## src/rtl/doodle_jump_ctrl.sv

```systemverilog
// Game-level sequencer for the doodle jump core: jump launch, fall tracking, landings, score and game over.
// Optional spring boost landing is compiled in with `define DOODLE_SPRING_EN.
module doodle_jump_ctrl #(
    parameter logic [7:0] JUMP_LEN   = 8'd40,
    parameter logic [7:0] BOOST_LEN  = 8'd80,
    parameter logic [7:0] FALL_LIMIT = 8'd60
) (
    input  logic        Clk,
    input  logic        Reset,
    input  logic        Start,
    input  logic        Ack,
    input  logic        tick,
    input  logic        plat_hit,
    input  logic        spring_hit,
    input  logic        core_q_I,
    input  logic        core_q_Up,
    input  logic        core_q_Down,
    input  logic        core_q_Done,
    output logic        core_start,
    output logic        core_ack,
    output logic [7:0]  core_jin,
    output logic [15:0] height,
    output logic [15:0] score,
    output logic [15:0] hi_score,
    output logic [7:0]  fall_depth,
    output logic        q_Idle,
    output logic        q_Arm,
    output logic        q_Rise,
    output logic        q_Fall,
    output logic        q_Land,
    output logic        q_Over
);

    typedef enum logic [5:0] {
        S_IDLE = 6'b000001,
        S_ARM  = 6'b000010,
        S_RISE = 6'b000100,
        S_FALL = 6'b001000,
        S_LAND = 6'b010000,
        S_OVER = 6'b100000
    } state_t;

    state_t      state_q, state_d;
    logic        core_start_q, core_start_d;
    logic        core_ack_q, core_ack_d;
    logic [7:0]  core_jin_q, core_jin_d;
    logic [15:0] height_q, height_d;
    logic [15:0] score_q, score_d;
    logic [15:0] hi_score_q, hi_score_d;
    logic [7:0]  fall_depth_q, fall_depth_d;
    logic        idle_seen_q, idle_seen_d;

    logic [8:0]         fd_inc;
    logic [7:0]         fd_sat;
    logic [8:0]         fall_limit;
    logic signed [9:0]  delta;
    logic signed [17:0] land_sum;
    logic [15:0]        land_height;
    logic [7:0]         jin_sel;
    logic               unused_ok;

    // core_jin holds its value outside ARM, so it is also the distance of the jump in flight.
    always_comb begin
        fd_inc      = {1'b0, fall_depth_q} + 9'd1;
        fd_sat      = fd_inc[8] ? 8'hFF : fd_inc[7:0];
        fall_limit  = {1'b0, core_jin_q} + {1'b0, FALL_LIMIT};
        delta       = $signed({2'b00, core_jin_q}) - $signed({2'b00, fd_sat});
        land_sum    = $signed({2'b00, height_q}) + {{8{delta[9]}}, delta};
        if (land_sum[17]) begin
            land_height = 16'h0000;
        end else if (land_sum[16]) begin
            land_height = 16'hFFFF;
        end else begin
            land_height = land_sum[15:0];
        end
    end

`ifdef DOODLE_SPRING_EN
    logic boost_q, boost_d;

    // Boost latch: set by a spring landing, consumed by the following ARM.
    always_comb begin
        boost_d = boost_q;
        if (state_q == S_IDLE && Start && core_q_I) begin
            boost_d = 1'b0;
        end else if (state_q == S_ARM && core_q_Up) begin
            boost_d = 1'b0;
        end else if (state_q == S_FALL && tick && plat_hit && spring_hit) begin
            boost_d = 1'b1;
        end
    end

    always_ff @(posedge Clk) begin
        if (Reset) begin
            boost_q <= 1'b0;
        end else begin
            boost_q <= boost_d;
        end
    end

    assign jin_sel   = boost_d ? BOOST_LEN : JUMP_LEN;
    assign unused_ok = core_q_Done;
`else
    assign jin_sel   = JUMP_LEN;
    assign unused_ok = ^{spring_hit, core_q_Done, BOOST_LEN};
`endif

    // Handshake with the core: core_start is a level held for the whole of ARM and
    // dropped once the core reports Up; core_ack is a single-cycle pulse on entry to
    // LAND or OVER asking the core to park back in I. Start is only honoured in IDLE
    // with the core in I, and Ack only in OVER.
    always_comb begin
        state_d      = state_q;
        height_d     = height_q;
        score_d      = score_q;
        hi_score_d   = hi_score_q;
        fall_depth_d = fall_depth_q;
        idle_seen_d  = idle_seen_q;
        core_ack_d   = 1'b0;

        case (state_q)
            S_IDLE: begin
                if (Start && core_q_I) begin
                    state_d      = S_ARM;
                    height_d     = 16'd0;
                    score_d      = 16'd0;
                    fall_depth_d = 8'd0;
                end
            end
            S_ARM: begin
                if (core_q_Up) begin
                    state_d = S_RISE;
                end
            end
            S_RISE: begin
                if (core_q_Down) begin
                    state_d      = S_FALL;
                    fall_depth_d = 8'd0;
                end
            end
            S_FALL: begin
                if (tick) begin
                    fall_depth_d = fd_sat;
                    // A landing takes priority over running out of fall budget.
                    if (plat_hit) begin
                        state_d     = S_LAND;
                        height_d    = land_height;
                        score_d     = (land_height > score_q) ? land_height : score_q;
                        idle_seen_d = 1'b0;
                        core_ack_d  = 1'b1;
                    end else if (fd_inc >= fall_limit) begin
                        state_d    = S_OVER;
                        hi_score_d = (score_q > hi_score_q) ? score_q : hi_score_q;
                        core_ack_d = 1'b1;
                    end
                end
            end
            S_LAND: begin
                if (core_q_I) begin
                    idle_seen_d = 1'b1;
                end
                if (tick && (idle_seen_q || core_q_I)) begin
                    state_d     = S_ARM;
                    idle_seen_d = 1'b0;
                end
            end
            S_OVER: begin
                if (Ack) begin
                    state_d = S_IDLE;
                end
            end
            default: begin
                state_d = S_IDLE;
            end
        endcase

        core_start_d = (state_d == S_ARM);
        core_jin_d   = (state_d == S_ARM) ? jin_sel : core_jin_q;
    end

    always_ff @(posedge Clk) begin
        if (Reset) begin
            state_q      <= S_IDLE;
            core_start_q <= 1'b0;
            core_ack_q   <= 1'b0;
            core_jin_q   <= JUMP_LEN;
            height_q     <= 16'd0;
            score_q      <= 16'd0;
            hi_score_q   <= 16'd0;
            fall_depth_q <= 8'd0;
            idle_seen_q  <= 1'b0;
        end else begin
            state_q      <= state_d;
            core_start_q <= core_start_d;
            core_ack_q   <= core_ack_d;
            core_jin_q   <= core_jin_d;
            height_q     <= height_d;
            score_q      <= score_d;
            hi_score_q   <= hi_score_d;
            fall_depth_q <= fall_depth_d;
            idle_seen_q  <= idle_seen_d;
        end
    end

    assign core_start = core_start_q;
    assign core_ack   = core_ack_q;
    assign core_jin   = core_jin_q;
    assign height     = height_q;
    assign score      = score_q;
    assign hi_score   = hi_score_q;
    assign fall_depth = fall_depth_q;
    assign q_Idle     = state_q[0];
    assign q_Arm      = state_q[1];
    assign q_Rise     = state_q[2];
    assign q_Fall     = state_q[3];
    assign q_Land     = state_q[4];
    assign q_Over     = state_q[5];

endmodule
```

## config.mk

```make
export PLATFORM = sky130hd
export DESIGN_NAME = doodle_jump_ctrl
export DESIGN_NICKNAME = d
export VERILOG_FILES = /design/src/rtl/doodle_jump_ctrl.sv
export SDC_FILE = /design/constraint.sdc
export NUM_CORES = 1
export LEC_CHECK = 0
export ABC_AREA = 1
export BUFFER_PORTS_ARGS = -buffer_cell sky130_fd_sc_hd__buf_2
export CAP_MARGIN = 25
export CORE_MARGIN = 10
export CORE_UTILIZATION = 50
export DETAILED_ROUTE_END_ITERATION = 7
export HOLD_SLACK_MARGIN = 0.03
export PLACE_DENSITY_LB_ADDON = 0.05
export SLEW_MARGIN = 5
export SYNTH_ARGS = -nofsm -noshare
export SYNTH_HDL_FRONTEND = slang
export SYNTH_SLANG_ARGS = --single-unit
```

## constraint.sdc

```tcl
create_clock -name Clk -period 4.9 [get_ports Clk]
set_input_delay 0.735 -clock Clk [delete_from_list [all_inputs] [get_ports Clk]]
set_output_delay 0.735 -clock Clk [all_outputs]
set_load 0.05 [all_outputs]
```

* Word-level counts from Yosys, hierarchy flattened
Index checks and enable logic that the tools add are counted.
** Word-level totals
- Register bits :: 65
- Input port bits :: 11
- Logic and storage cells :: 73
- Bits in latches :: 0
- Memories :: 0
- RAM bits :: 0
- Memory bits (read-only) :: 0
** Operators by class
- Shifts and indexed selects :: 0
- Bitwise operators :: 3
- $mul :: 0
- Add/subtract/negate cells :: 3
- $lt $le $gt $ge :: 3
- Reduce and logical (&&, ||, !) cells :: 12
- Div/mod/pow operators :: 0
- Eq/ne operators :: 13
- Mux-type cells :: 31
** Operators by type and width (count)
- $mux 16 :: 8
- $pmux 16 s2 :: 2
- $mux 6 :: 8
- $pmux 6 s6 :: 1
- $gt 16x16->1 :: 2
- $mux 8 :: 4
- $pmux 8 s3 :: 1
- $add 17x9->18 :: 1
- $eq 6x2->1 const B :: 2
- $reduce_and 4->1 :: 3
- $ne 2x2->1 const B :: 5
- $reduce_and 5->1 :: 2
- $add 8x1->9 const B :: 1
- $ge 9x7->1 const B :: 1
- $sub 6x8->9 const A :: 1
- $eq 6x1->1 const B :: 1
- $eq 6x3->1 const B :: 1
- $eq 6x4->1 const B :: 1
- $eq 6x5->1 const B :: 1
- $eq 6x6->1 const B :: 1
- $mux 1 :: 6
- $reduce_bool 2->1 :: 2
- $ne 3x3->1 const B :: 1
- $not 1->1 :: 3
- other kinds (5) :: 6

* Longest topological paths before layout
- Depth in word-level cells :: 11
- Mapped depth :: 42
- Depth with buffers taken out :: 40

* Worst setup path before layout
Ideal clock, no wire load.
- Kind :: reg2reg
- From :: reg fall_depth_q[0], in the netlist fall_depth[0]
- To :: reg score_q[10], in the netlist score[10]
- Buffers on the path :: 2
- Setup time :: 0.120 ns
- Arrival time :: 4.914 ns
- Data required time :: 4.780 ns
- Slack :: -0.134 ns
- Stages on the path, launching flop included :: 41
- Clock period less this slack :: 5.034 ns
- Path through :: dfxtp_1 > ha_1 > nand2_2 > nor2_4 > nand2_4 > inv_1 > nor2_1 > ha_1 > nand3_1 > nand2_2 > nand2_4 > nand2_4 > xor2_1 > inv_1 > ha_1 > nand2_1 > inv_1 > a21oi_1 > (+5 left out) > nand3_2 > nand2_1 > inv_1 > ha_1 > inv_1 > nor2_1 > nor2_1 > o21ai_0 > nand2_1 > nand2_1 > nand2_1 > nand2_1 > nand2_1 > nand2_1 > nand2_2 > inv_2 > buf_2 > a21oi_1
** On the way
- Word-level cells in the longest chain between the ends :: 10
- Elaborated cells between the ends (all ways) :: 13
- Those cells by class :: add/sub: 3; order compare: 1; eq/ne: 1; mux: 7; reduce/logical: 1
** Ends and longest elaborated chain
- start, declared :: RTL line 50 : logic [7:0] fall_depth_q, fall_depth_d;
- start signal, assigned :: RTL line 200 : fall_depth_q <= fall_depth_d;
- $add 8x1->9 * :: RTL line 64 : fd_inc = {1'b0, fall_depth_q} + 9'd1;
- $mux 8 * :: RTL line 65 : fd_sat = fd_inc[8] ? 8'hFF : fd_inc[7:0];
- $sub 6x8->9 * :: RTL line 67 : delta = $signed({2'b00, core_jin_q}) - $signed({2'b00, fd_sat});
- $add 17x9->18 * :: RTL line 68 : land_sum = $signed({2'b00, height_q}) + {{8{delta[9]}}, delta};
- $mux 16 :: RTL line 71 : end else if (land_sum[16]) begin
- $mux 16 * :: RTL line 69 : if (land_sum[17]) begin
- branches (longest 4 deep; another with $gt 16x16->1)
- end signal, assigned :: RTL line 198 : score_q <= score_d;
- end, declared :: RTL line 48 : logic [15:0] score_q, score_d;
Every way passes the cells marked *. The select of a mux whose other input is x is not followed.
A chain may end at the register's enable or synchronous reset.

* Worst setup path after layout
- From :: reg fall_depth_q[0], in the netlist fall_depth[0]
- To :: reg score_q[7], in the netlist score[7]
Same word-level chain as after synthesis.

==> results.txt <==
----------------------------------------------------
[Place]
  Placer congestion estimate ... roughly 0.90
  Placed Cells ... roughly 980
  Instance area after placement ... about 0.0057 mm^2
  Buffers added on ports ... 72
  Estimated wirelength of the detail-placed design ... roughly 11000 um

[Critical path]
  Required time reported for the critical path endpoint ... roughly 5.1 ns
  Type of the setup path with the least slack ... flip-flop to flip-flop
  Critical Path Most Common Cell ... sky130_fd_sc_hd__nand2_1
  Setup crit end kind ... flip-flop
  Critical path arrival ... 4.92 ns
  Cell with the largest stage delay on the worst path ... sky130_fd_sc_hd__ha_1
  Type of element launching the critical path ... flip-flop
  Maximum net fanout on the critical path ... 8
  Delay contributed by the slowest stage of the critical path ... approximately 0.37 ns

[Logic synthesis]
  Area share of the largest cell type after synthesis ... between 20% and 30%
  Async set-reset flop share out of synthesis ... 0%
  Post-synthesis sequential area ratio ... 25.0%
  Yosys warnings ... 0
  Synth Flop Type ... sky130_fd_sc_hd__dfxtp_1
  Dominant cell by count in the synthesized netlist ... sky130_fd_sc_hd__nand2_1
  Number of cells produced by synthesis ... between 700 and 800
  Cell type with the highest aggregate area in the netlist ... sky130_fd_sc_hd__dfxtp_1
  Library cells used by synthesis ... 44
  Cells taking the most area after synthesis ... sky130_fd_sc_hd__dfxtp_1, sky130_fd_sc_hd__nand2_1, sky130_fd_sc_hd__ha_1
  Cell Area, Synth ... 0.00520 mm^2
  Number of enable flip-flop cells after synthesis ... 0
  Synthesized area divided by synthesized cell count ... a little under 7 um^2
  Synth top cells by count ... sky130_fd_sc_hd__nand2_1, sky130_fd_sc_hd__inv_1, sky130_fd_sc_hd__a21oi_1, sky130_fd_sc_hd__dfxtp_1, sky130_fd_sc_hd__nor2_1
  Yosys reg bits ... 65

[Clock tree]
  Clock latency at the later pin of the worst-skew pair ... 0.36 ns
  Hold buffer count at cts ... 0
  Clock sinks ... 65
  Clock tree from TritonCTS ... built
  Library cell used as clock root buffer ... sky130_fd_sc_hd__clkbuf_8
  CTS H-tree lvls ... 3
  CTS Buf Count ... 9
  CTS clock-pin slew for the worst setup and hold paths ... 0.07 ns
  Clock Tree Buf Depth ... 2

[Power and ir drop]
  Total power per unit cell area ... ~320 mW/mm^2
  Worst supply voltage drop on vdd ... ~0.00016 V
  Leakage power ... approximately 3.5 nW
  Overall power after layout ... between 2 and 2.5 mW

[Routing]
  ANT nets after route ... 0
  Overall via count from detail_route ... approximately 5300
  WL per Instance ... 14.3 um
  Initial DRC Count ... between 300 and 400
  Drt via density ... approximately 5.2
  Aggregate routed wire length ... ~15000 um
  1st-pass router iterations ... 5
  Remaining design rule violation count ... 0

[Job]
  Number of maximum-capacitance constraint violations ... 0

[Timing]
  Max Clock Skew ... 0.00955 ns
  Fmax ... approximately 0.21 GHz
  Tcrit/Tclk final ... 95.6%
  Period minus WS final ... approximately 4.7 ns
  Final-report setup violation count ... 0
  Actual slew at the worst max-slew pin ... roughly 0.80 ns
  Number of hold violations in the final report ... 0
  Number of slew-limit violations in the final report ... 0
  Slew HR ... 46.8%

[Layout]
  Post-route core utilization ... about two thirds
  Share of cells above drive strength 1 ... 29.7%
  Total area of multi-input combinational cells ... ~0.0037 mm^2
  Area Growth Syn to Fin ... 29.7%
  Finished layout cell area ... roughly 0.0067 mm^2
  Post-layout nets ... around 950
  Final cell count without fillers ... about 1000
  Filler cell count in the final layout ... approximately 930
  Antenna diode count ... 0
  Total area of sequential cells ... 0.00131 mm^2

[Floorplan]
  Area of the core region ... around 0.010 mm^2
  Die X ... roughly 120 um
  Starting density of the core ... 50.8%
  # rows ... 37
  Vertical die dimension ... around 120 um
  Die Outline Area ... ~0.015 mm^2
  Top-level I/O count ... 83

[GRT]
  Global-route wire length before repair ... approximately 23000 um
  Number of antenna violations at the first check in global routing ... 0
  Number of global-route vias before repair ... 4803
  Grt ovf ... 0
  Maximum number of pins on one net before global-route repair ... 40
  Global-route total usage across every layer ... between 15 and 20%

[Outcome]
  Run status ... finished clean

[Worst hold path]
  Hold Crit Class ... flip-flop to flip-flop

----------------------------------------------------
## path summary, 6_finish.rpt
path,start,endpoint,slack [ns],cells past startpoint
hold / removal,idle_seen_q$_SDFFE_PP0P_,idle_seen_q$_SDFFE_PP0P_,0.45,2
setup / recovery,fall_depth[0]$_SDFFE_PP0P_,score[7]$_SDFFE_PP0P_,0.22,37
setup reg to reg,fall_depth[0]$_SDFFE_PP0P_,score[7]$_SDFFE_PP0P_,0.22,37
hold reg to reg,idle_seen_q$_SDFFE_PP0P_,idle_seen_q$_SDFFE_PP0P_,0.45,2
## worst max-delay path, delay by kind of cell (launching register included)
kind                       cells  cell delay [ns]
xor gates and xnor gates       1             0.16
DFF                            1             0.34
adders and majority gates      3             0.76
buffers and inverters          7             0.61
and+or+nand+nor               23             2.40
AOI/OAI and AO/OA              3             0.31
## flip-flops by register name, summed over array words and instances (netlist names)
| signal | flops |
|---|---|
| state_q | 6 |
| hi_score | 16 |
| score | 16 |
| core_ack | 1 |
| fall_depth | 8 |
| core_start | 1 |
| idle_seen_q | 1 |
| height | 16 |
## timing repair
action                                  4_1_cts  5_1_grt
buffers inserted                              0       31
gates cloned                                  0        5
endpoints found under the setup margin        6       16
pin swaps                                     0       38
gates resized for setup                       3       90
## cells by family after synthesis
kind of cell               share of synthesized area, %
other                                             0.144
xor gates and xnor gates                           2.19
and+or+nand+nor                                    31.5
AOI/OAI and AO/OA                                  15.7
adders and majority gates                          12.9
buffers and inverters                              12.6
DFF                                                25.0
## cells in the final DEF (no fill, tap or decap), drive strengths merged, types with 8 or more instances in the layout
cell and instances:
a21oi 84, dfxtp 65, o21ai 48, ha 52
xnor2 8, nand2 195, nand4 13, inv 126
conb 8, clkbuf 13, buf 124, nor2 58
nand3 57
## layout make-up
type                            count  area share (%)
Clock buffer                       12            2.30
Tap cell                          136            2.52
Multi-Input combinational cell    560            55.3
Clock inverter                      4            1.11
Inverter                          127            7.14
Sequential cell                    65            19.4
Timing Repair Buffer              125            12.3
## where the power goes
part | leakage (nW) | total [mW] | internal, mW | switching, mW
registers | 0.531 | 0.610 | 0.565 | 0.0448
logic | 2.83 | 0.993 | 0.365 | 0.628
clock network | 0.109 | 0.534 | 0.314 | 0.220
total | 3.47 | 2.14 | 1.24 | 0.892
## layer usage
| layer | part of all wire, % | GRT usage (%) | vias up |
|---|---|---|---|
| li1 | - | - | 2726 |
| met1 | 48 | 24.2 | 2444 |
| met2 | 46 | 29.6 | 120 |
| met5 | 0 | 0 | - |
| met3 | 4.9 | 3.15 | 14 |
| met4 | 1.1 | 5.81 | 0 |
## per-stage QoR
step / setup slack, ns / hold slack [ns] / TNS, ns
finish: 0.218 / 0.453 / 0
CTS: 0.0118 / 0.455 / 0
detailed placement: 0.0169 / 0.443 / 0
global placement: 0.113 / 0.433 / 0
global route: -0.0644 / 0.484 / -0.671
floorplan: 0.0888 / 0.420 / 0
Power figures use the tool's default switching activity.
